==> config.mk <==
export PLATFORM = sky130hd
export DESIGN_NAME = spi_frame_ctrl_flat
export DESIGN_NICKNAME = d
export VERILOG_FILES = /design/src/rtl/spi_frame_pkg.sv /design/src/rtl/spi_frame_ctrl_if.sv /design/src/rtl/spi_frame_ctrl_sync_edge.sv /design/src/rtl/spi_frame_ctrl.sv /design/src/flat_wrapper.sv
export SDC_FILE = /design/constraint.sdc
export NUM_CORES = 1
export LEC_CHECK = 0
export CORE_ASPECT_RATIO = 0.75
export CORE_UTILIZATION = 35
export DETAILED_ROUTE_END_ITERATION = 8
export GPL_TIMING_DRIVEN = 0
export PLACE_DENSITY = 0.69
export SLEW_MARGIN = 10
export SYNTH_ARGS = -nofsm -noshare
export SYNTH_HDL_FRONTEND = slang
export SYNTH_SLANG_ARGS = --single-unit
==> constraint.sdc <==
create_clock -name clk -period 5 [get_ports clk]
set_input_delay 1.5 -clock clk [delete_from_list [all_inputs] [get_ports clk]]
set_output_delay 1.5 -clock clk [all_outputs]
set_load 0.1 [all_outputs]
==> src/rtl/spi_frame_pkg.sv <==
// Shared types and constants for the SPI frame controller: FSM encoding,
// command-byte layout and the filler byte sent when no read data is pending.
package spi_frame_pkg;

    localparam logic [2:0] ST_IDLE     = 3'd0;
    localparam logic [2:0] ST_CMD      = 3'd1;
    localparam logic [2:0] ST_WR       = 3'd2;
    localparam logic [2:0] ST_RD_FETCH = 3'd3;
    localparam logic [2:0] ST_RD_WAIT  = 3'd4;

    typedef enum logic [2:0] {
        IDLE     = ST_IDLE,
        CMD      = ST_CMD,
        WR       = ST_WR,
        RD_FETCH = ST_RD_FETCH,
        RD_WAIT  = ST_RD_WAIT
    } state_t;

    localparam int         CMD_RD_BIT        = 7;
    localparam logic [7:0] IDLE_BYTE_DEFAULT = 8'hDD;

endpackage

==> src/rtl/spi_frame_ctrl_if.sv <==
// Internal register bus driven by the SPI frame controller.
// Strobes are single-cycle and carry no ready: the register file accepts a
// write on any bus_we cycle and presents bus_rdata in time for the edge after bus_re.
interface spi_frame_ctrl_if #(
    parameter int AW = 7
);
    logic [AW-1:0] bus_addr;
    logic [7:0]    bus_wdata;
    logic          bus_we;
    logic          bus_re;
    logic [7:0]    bus_rdata;

    modport master (
        output bus_addr, bus_wdata, bus_we, bus_re,
        input  bus_rdata
    );

    modport slave (
        input  bus_addr, bus_wdata, bus_we, bus_re,
        output bus_rdata
    );
endinterface

==> src/rtl/spi_frame_ctrl_sync_edge.sv <==
// Multi-stage synchroniser with rise/fall pulses. The fall pulse is withheld
// until a genuine high level has crossed the chain, so a line held low through reset is ignored.
module sync_edge #(
    parameter int STAGES = 2
) (
    input  logic clk,
    input  logic rst,
    input  logic din,
    output logic level,
    output logic rise,
    output logic fall
);
    logic [STAGES-1:0] chain;
    logic [STAGES-1:0] fill;
    logic              prev;
    logic              armed;

    always_ff @(posedge clk or posedge rst) begin
        if (rst) begin
            chain <= '1;
            fill  <= '0;
            prev  <= 1'b1;
            armed <= 1'b0;
        end else begin
            chain <= {chain[STAGES-2:0], din};
            fill  <= {fill[STAGES-2:0], 1'b1};
            prev  <= level;
            // Once fill is full the chain holds only real samples.
            if (fill[STAGES-1] && level) armed <= 1'b1;
        end
    end

    assign level = chain[STAGES-1];
    assign rise  = level & ~prev;
    assign fall  = prev & ~level & armed;
endmodule

==> src/rtl/spi_frame_ctrl.sv <==
// Decodes CS-low SPI frames (command byte + data bytes) into burst register
// writes and prefetched burst reads with address auto-increment.
module spi_frame_ctrl
    import spi_frame_pkg::*;
#(
    parameter int         AW          = 7,
    parameter logic [7:0] IDLE_BYTE   = IDLE_BYTE_DEFAULT,
    parameter int         SYNC_STAGES = 2
) (
    input  logic                  clk,
    input  logic                  rst,
    input  logic                  cs,
    input  logic                  rx_valid,
    input  logic [7:0]            rx_data,
    output logic [7:0]            tx_data,
    output logic                  tx_load,
    output logic                  busy,
    output logic                  err_ovr,
    output state_t                state_dbg,
    spi_frame_ctrl_if.master      bus
);
    localparam logic [AW-1:0] ADDR_ONE = {{(AW-1){1'b0}}, 1'b1};

    logic cs_level, cs_rise, cs_fall;

    sync_edge #(.STAGES(SYNC_STAGES)) u_cs_sync (
        .clk   (clk),
        .rst   (rst),
        .din   (cs),
        .level (cs_level),
        .rise  (cs_rise),
        .fall  (cs_fall)
    );

    state_t        state_q, state_d;
    logic [7:0]    tx_data_q, tx_data_d;
    logic          tx_load_q, tx_load_d;
    logic [AW-1:0] addr_q, addr_d;
    logic          err_q, err_d;
    logic          we_c;

    always_ff @(posedge clk or posedge rst) begin
        if (rst) begin
            state_q   <= IDLE;
            tx_data_q <= IDLE_BYTE;
            tx_load_q <= 1'b0;
            addr_q    <= '0;
            err_q     <= 1'b0;
        end else begin
            state_q   <= state_d;
            tx_data_q <= tx_data_d;
            tx_load_q <= tx_load_d;
            addr_q    <= addr_d;
            err_q     <= err_d;
        end
    end

    always_comb begin
        state_d   = state_q;
        tx_data_d = tx_data_q;
        tx_load_d = 1'b0;
        addr_d    = addr_q;
        err_d     = err_q;
        we_c      = 1'b0;
        // End of frame overrides everything, including a byte arriving this cycle.
        if (cs_rise) begin
            state_d   = IDLE;
            tx_data_d = IDLE_BYTE;
        end else begin
            case (state_q)
                IDLE: begin
                    if (cs_fall) begin
                        state_d   = CMD;
                        addr_d    = '0;
                        err_d     = 1'b0;
                        tx_data_d = IDLE_BYTE;
                    end
                end
                CMD: begin
                    if (rx_valid) begin
                        addr_d  = rx_data[AW-1:0];
                        state_d = rx_data[CMD_RD_BIT] ? RD_FETCH : WR;
                    end
                end
                WR: begin
                    if (rx_valid) begin
                        we_c   = 1'b1;
                        addr_d = addr_q + ADDR_ONE;
                    end
                end
                RD_FETCH: begin
                    tx_data_d = bus.bus_rdata;
                    tx_load_d = 1'b1;
                    state_d   = RD_WAIT;
                    if (rx_valid) err_d = 1'b1;
                end
                RD_WAIT: begin
                    if (rx_valid) begin
                        addr_d  = addr_q + ADDR_ONE;
                        state_d = RD_FETCH;
                    end
                end
                default: state_d = IDLE;
            endcase
        end
    end

    assign bus.bus_addr  = addr_q;
    assign bus.bus_we    = we_c;
    assign bus.bus_wdata = we_c ? rx_data : 8'h00;
    assign bus.bus_re    = (state_q == RD_FETCH);

    assign tx_data   = tx_data_q;
    assign tx_load   = tx_load_q;
    assign busy      = ~cs_level;
    assign err_ovr   = err_q;
    assign state_dbg = state_q;
endmodule

==> src/flat_wrapper.sv <==
// flat-port wrapper written by rule: the top's interface ports become plain ports
module spi_frame_ctrl_flat import spi_frame_pkg::*;
#(
    parameter int         AW          = 7,
    parameter logic [7:0] IDLE_BYTE   = IDLE_BYTE_DEFAULT,
    parameter int         SYNC_STAGES = 2
)
  (clk, rst, cs, rx_valid, rx_data, tx_data, tx_load, busy, err_ovr, state_dbg, bus_bus_addr, bus_bus_wdata, bus_bus_we, bus_bus_re, bus_bus_rdata);
  spi_frame_ctrl_if #(.AW(AW)) bus_i ();
  input  logic clk;
  input  logic rst;
  input  logic cs;
  input  logic rx_valid;
  input  logic [7:0] rx_data;
  output logic [7:0] tx_data;
  output logic tx_load;
  output logic busy;
  output logic err_ovr;
  output state_t state_dbg;
  output wire logic [$bits(bus_i.bus_addr)-1:0] bus_bus_addr;
  output wire logic [$bits(bus_i.bus_wdata)-1:0] bus_bus_wdata;
  output wire logic [$bits(bus_i.bus_we)-1:0] bus_bus_we;
  output wire logic [$bits(bus_i.bus_re)-1:0] bus_bus_re;
  input wire logic [$bits(bus_i.bus_rdata)-1:0] bus_bus_rdata;
  assign bus_bus_addr = bus_i.bus_addr;
  assign bus_bus_wdata = bus_i.bus_wdata;
  assign bus_bus_we = bus_i.bus_we;
  assign bus_bus_re = bus_i.bus_re;
  assign bus_i.bus_rdata = bus_bus_rdata;
  spi_frame_ctrl #(.AW(AW), .IDLE_BYTE(IDLE_BYTE), .SYNC_STAGES(SYNC_STAGES)) u_core (.clk(clk), .rst(rst), .cs(cs), .rx_valid(rx_valid), .rx_data(rx_data), .tx_data(tx_data), .tx_load(tx_load), .busy(busy), .err_ovr(err_ovr), .state_dbg(state_dbg), .bus(bus_i));
endmodule
==> impl_results.md <==
- Status: completed
- Min Tclk post-route: 4.83 ns
- Diodes inserted: 0
- Global-route wire length before repair: 5560 um
- Slew headroom: 0.335
- Row count: 19
- Clock Pin Slew Worst Setup and Hold Paths: 0.09 ns
- F_max: 207 MHz
- WP data arrival: 3.33 ns
- Hold path depth: 0
- Boundary Pins: 51
- Async set-reset flop share out of synthesis: 1.00
- Initial antenna violation count: 0
- Synthesized flop and latch total: 26
- Final std cells w/o fill: 241
- Worst R2R Start: u_core.u_cs_sync.chain[1]$_DFF_PP1_
- Flop2flop setup slack: 3.23 ns
- Tightest Pin Transition: 0.995 ns
- Root Buffer: clkbuf_8
- # DRC: 0
- Synth cell types: 43
- Area of the multi-input gates: 636 um2
- RR Endpoint: u_core.bus.bus_addr[1]$_DFFE_PP0P_
- Vias in the first global route: 1,191
- Pre-CTS setup slack: -0.426 ns
- Met2 Use GR: 0.299
- Starting Density: 0.369
- Remaining global-route overflow: 0
- Busiest grt layer: met2
- Die outline width: 74.0 um
- Hold Path Sink: u_core.u_cs_sync.chain[1]$_DFF_PP1_
- Post-Route WL: 3330 um
- Die Y: 56.0 um
- H-tree depth: 1
- First-pass DRT Iterations: 4
- Area growth syn-to-layout: 47.7%
- Initial DRC Count: 46
- Netlist Area Pre-Place: 1360 um2
- Met1 Use GR: 0.216
- CP Data Required Time: 3.50 ns
- Seq/Total Area, Yosys: 0.487
- Synthesis Warnings: 0
- Main flop type after synthesis: dfrtp_1
- Worst setup SP type: input pin
- Num CTS Buffers: 3
- Pin count of the biggest net entering global routing: 27
- RSZ-0062 raised after global routing: false
- Routability cong.: 0.832
- Via-to-Cell Ratio: 5.00
- Wire per inst: 13.8 um
- CTS tree: done
- # nets final: 211
- Placed Cells: 237
- Setup_tns: 0 ns
- Syn_nets: 156
- Gr usage total: 0.172
- Worst Reg-to-Reg Cells: 4
- CTS max path bufs: 2
- Pwr Density: 678 nW/um2
- DP HPWL: 2390 um
- Vias post-DR: 1,206
- Final worst setup slack: 0.168 ns
- Die area: 4140 um2
- CP Class: input pin to primary output
- Hold path start: u_core.u_cs_sync.chain[0]$_DFF_PP1_
- IO buf count: 50
- Clock Skews: 0.0130 ns
- CP Max Fanout: 9
- Worst-skew pair later-pin latency: 0.28 ns
- Register area: 662 um2
- Clock sinks: 26
- Met3 Use GR: 0.0525
- Period utilization: 0.966
- Layout cell share with drive strength beyond 1: 0.175
- Final Hold Viols: 0
- Peak VDD IR: 0.405 mV
- Syn Inst Count: 135
- Post-synth EDFFs: 0
- Finish-stage setup viols: 0
- Core Region: 3680 um2
- Hold Path Class: flip-flop to flip-flop
- CP Capture Type: primary output
- Leak pwr: 0.813 nW
- # Max-Cap Violations: 0
- Filler instances: 332
- Slew Limit Fails: 0
- Syn Area/Cell: 10.1 um2
- Remaining antenna violation count: 0
[per-layer routing]
layer / up-vias / wire length, um
li1: 589 / -
met1: 578 / 1490
met2: 37 / 1600
met3: 2 / 221
met4: 0 / 13
met5: - / 0
[synthesized netlist by cell type (all sizes together), types with 2 or more instances]
library cell / number / area, um2
o2bb2ai: 2 / 17.5
inv: 8 / 30.0
a21oi: 5 / 25.0
nand3b: 3 / 22.5
o221ai: 5 / 43.8
nor4: 2 / 12.5
o22a: 6 / 52.6
a22oi: 3 / 22.5
dfrtp: 17 / 425
dfstp: 9 / 236
nor3: 3 / 20.0
nand2: 12 / 45.0
nor2b: 4 / 32.5
buf: 4 / 28.8
and2: 9 / 56.3
nand3: 6 / 30.0
nand2b: 3 / 18.8
o21ai: 5 / 28.8
nor2: 10 / 45.0
a21o: 3 / 22.5
[cells in the final DEF (no fill, tap or decap), types with 2 or more instances in the layout]
master | netlist | final
clkdlybuf4s50_1 | 0 | 41
dfrtp_1 | 17 | 17
nand2_1 | 12 | 12
nor2_1 | 9 | 9
and2_1 | 9 | 9
clkdlybuf4s15_2 | 0 | 9
dfstp_2 | 9 | 9
inv_1 | 8 | 8
nand3_1 | 6 | 6
o22a_1 | 6 | 6
a21oi_1 | 5 | 5
o221ai_1 | 5 | 5
nand2b_1 | 3 | 3
a21o_1 | 3 | 3
nand3b_1 | 3 | 3
nor2b_1 | 3 | 3
a22oi_1 | 3 | 3
o21ai_0 | 3 | 3
clkbuf_8 | 0 | 3
buf_2 | 2 | 2
o2bb2ai_1 | 2 | 2
nor3_1 | 2 | 2
nor4_1 | 2 | 2
[logic make-up (layout without fill, tap and decap cells)]
group,count (synthesis),after routing,synth area share
buffers and inverters,13,67,0.0460
flip-flops,26,26,0.487
other,1,1,0.00276
adder cells (fa/ha/maj),1,1,0.00920
AND/OR/NAND/NOR,55,55,0.226
multiplexers,2,2,0.0184
XOR/XNOR,1,1,0.0120
AO/OA/AOI/OAI,36,36,0.199
[stage by stage]
step | util | area (um2) | hold WS [ns] | power [mW]
after floorplan | - | 1360 | 0.331 | 0.994
after global placement | 0.523 | 1930 | 0.334 | 1.18
after detailed placement | 0.523 | 1930 | 0.343 | 1.19
after CTS | 0.545 | 2010 | 0.362 | 1.37
after global routing | 0.545 | 2010 | 0.367 | 1.43
final | 0.545 | 2010 | 0.361 | 1.36
[state kept, by name, summed over array words and instances (netlist names)]
signal and flops:
u_core.u_cs_sync.chain 2, u_core.tx_data 8, u_core.tx_load 1, u_core.bus.bus_addr 7, u_core.u_cs_sync.fill 2, u_core.u_cs_sync.armed 1, u_core.u_cs_sync.prev 1, u_core.state_dbg 3
u_core.err_ovr 1
[report_power, final]
group	internal, mW	switching, mW	total, mW
logic	0.233	0.617	0.850
clock network	0.107	0.0702	0.177
registers	0.274	0.0595	0.333
total	0.614	0.747	1.36
[area by class of cell]
cell class / count / area share
clock inverter: 1 / 0.0150
buffer: 5 / 0.0162
clock buffer: 3 / 0.0206
timing repair buffer: 50 / 0.255
tap: 52 / 0.0324
sequential: 26 / 0.330
multi-input combinational: 96 / 0.317
inverter: 8 / 0.0150
[worst max path at each step]
| stage | from | endpoint | slack, ns | cells after the start |
|---|---|---|---|---|
| 3_5_place_dp | rx_valid | bus_bus_wdata[7] | -0.43 | 5 |
| 2_1_floorplan | rx_valid | bus_bus_wdata[0] | 0.008 | 3 |
| 5_1_grt | rx_valid | bus_bus_wdata[3] | 0.06 | 5 |
| 6_report | rx_valid | bus_bus_wdata[1] | 0.17 | 5 |
| 3_3_place_gp | rx_valid | bus_bus_wdata[1] | -0.41 | 5 |
| 4_1_cts | rx_valid | bus_bus_wdata[7] | 0.14 | 5 |
[critical path: stages]
cell and delay, ns:
clkdlybuf4s50_1 0.59, and4_1 0.23, clkbuf_1 0.27, and2_1 0.18, clkdlybuf4s15_2 0.55
[timing repair]
| item | 4_1_cts | 5_1_grt |
|---|---|---|
| resized for setup | 27 | 0 |
| hold buffers | 0 | 0 |
| endpoints found under the setup margin | 9 | 0 |
| buffers inserted | 0 | 0 |
No activity file was read; power rests on OpenSTA's default activity.
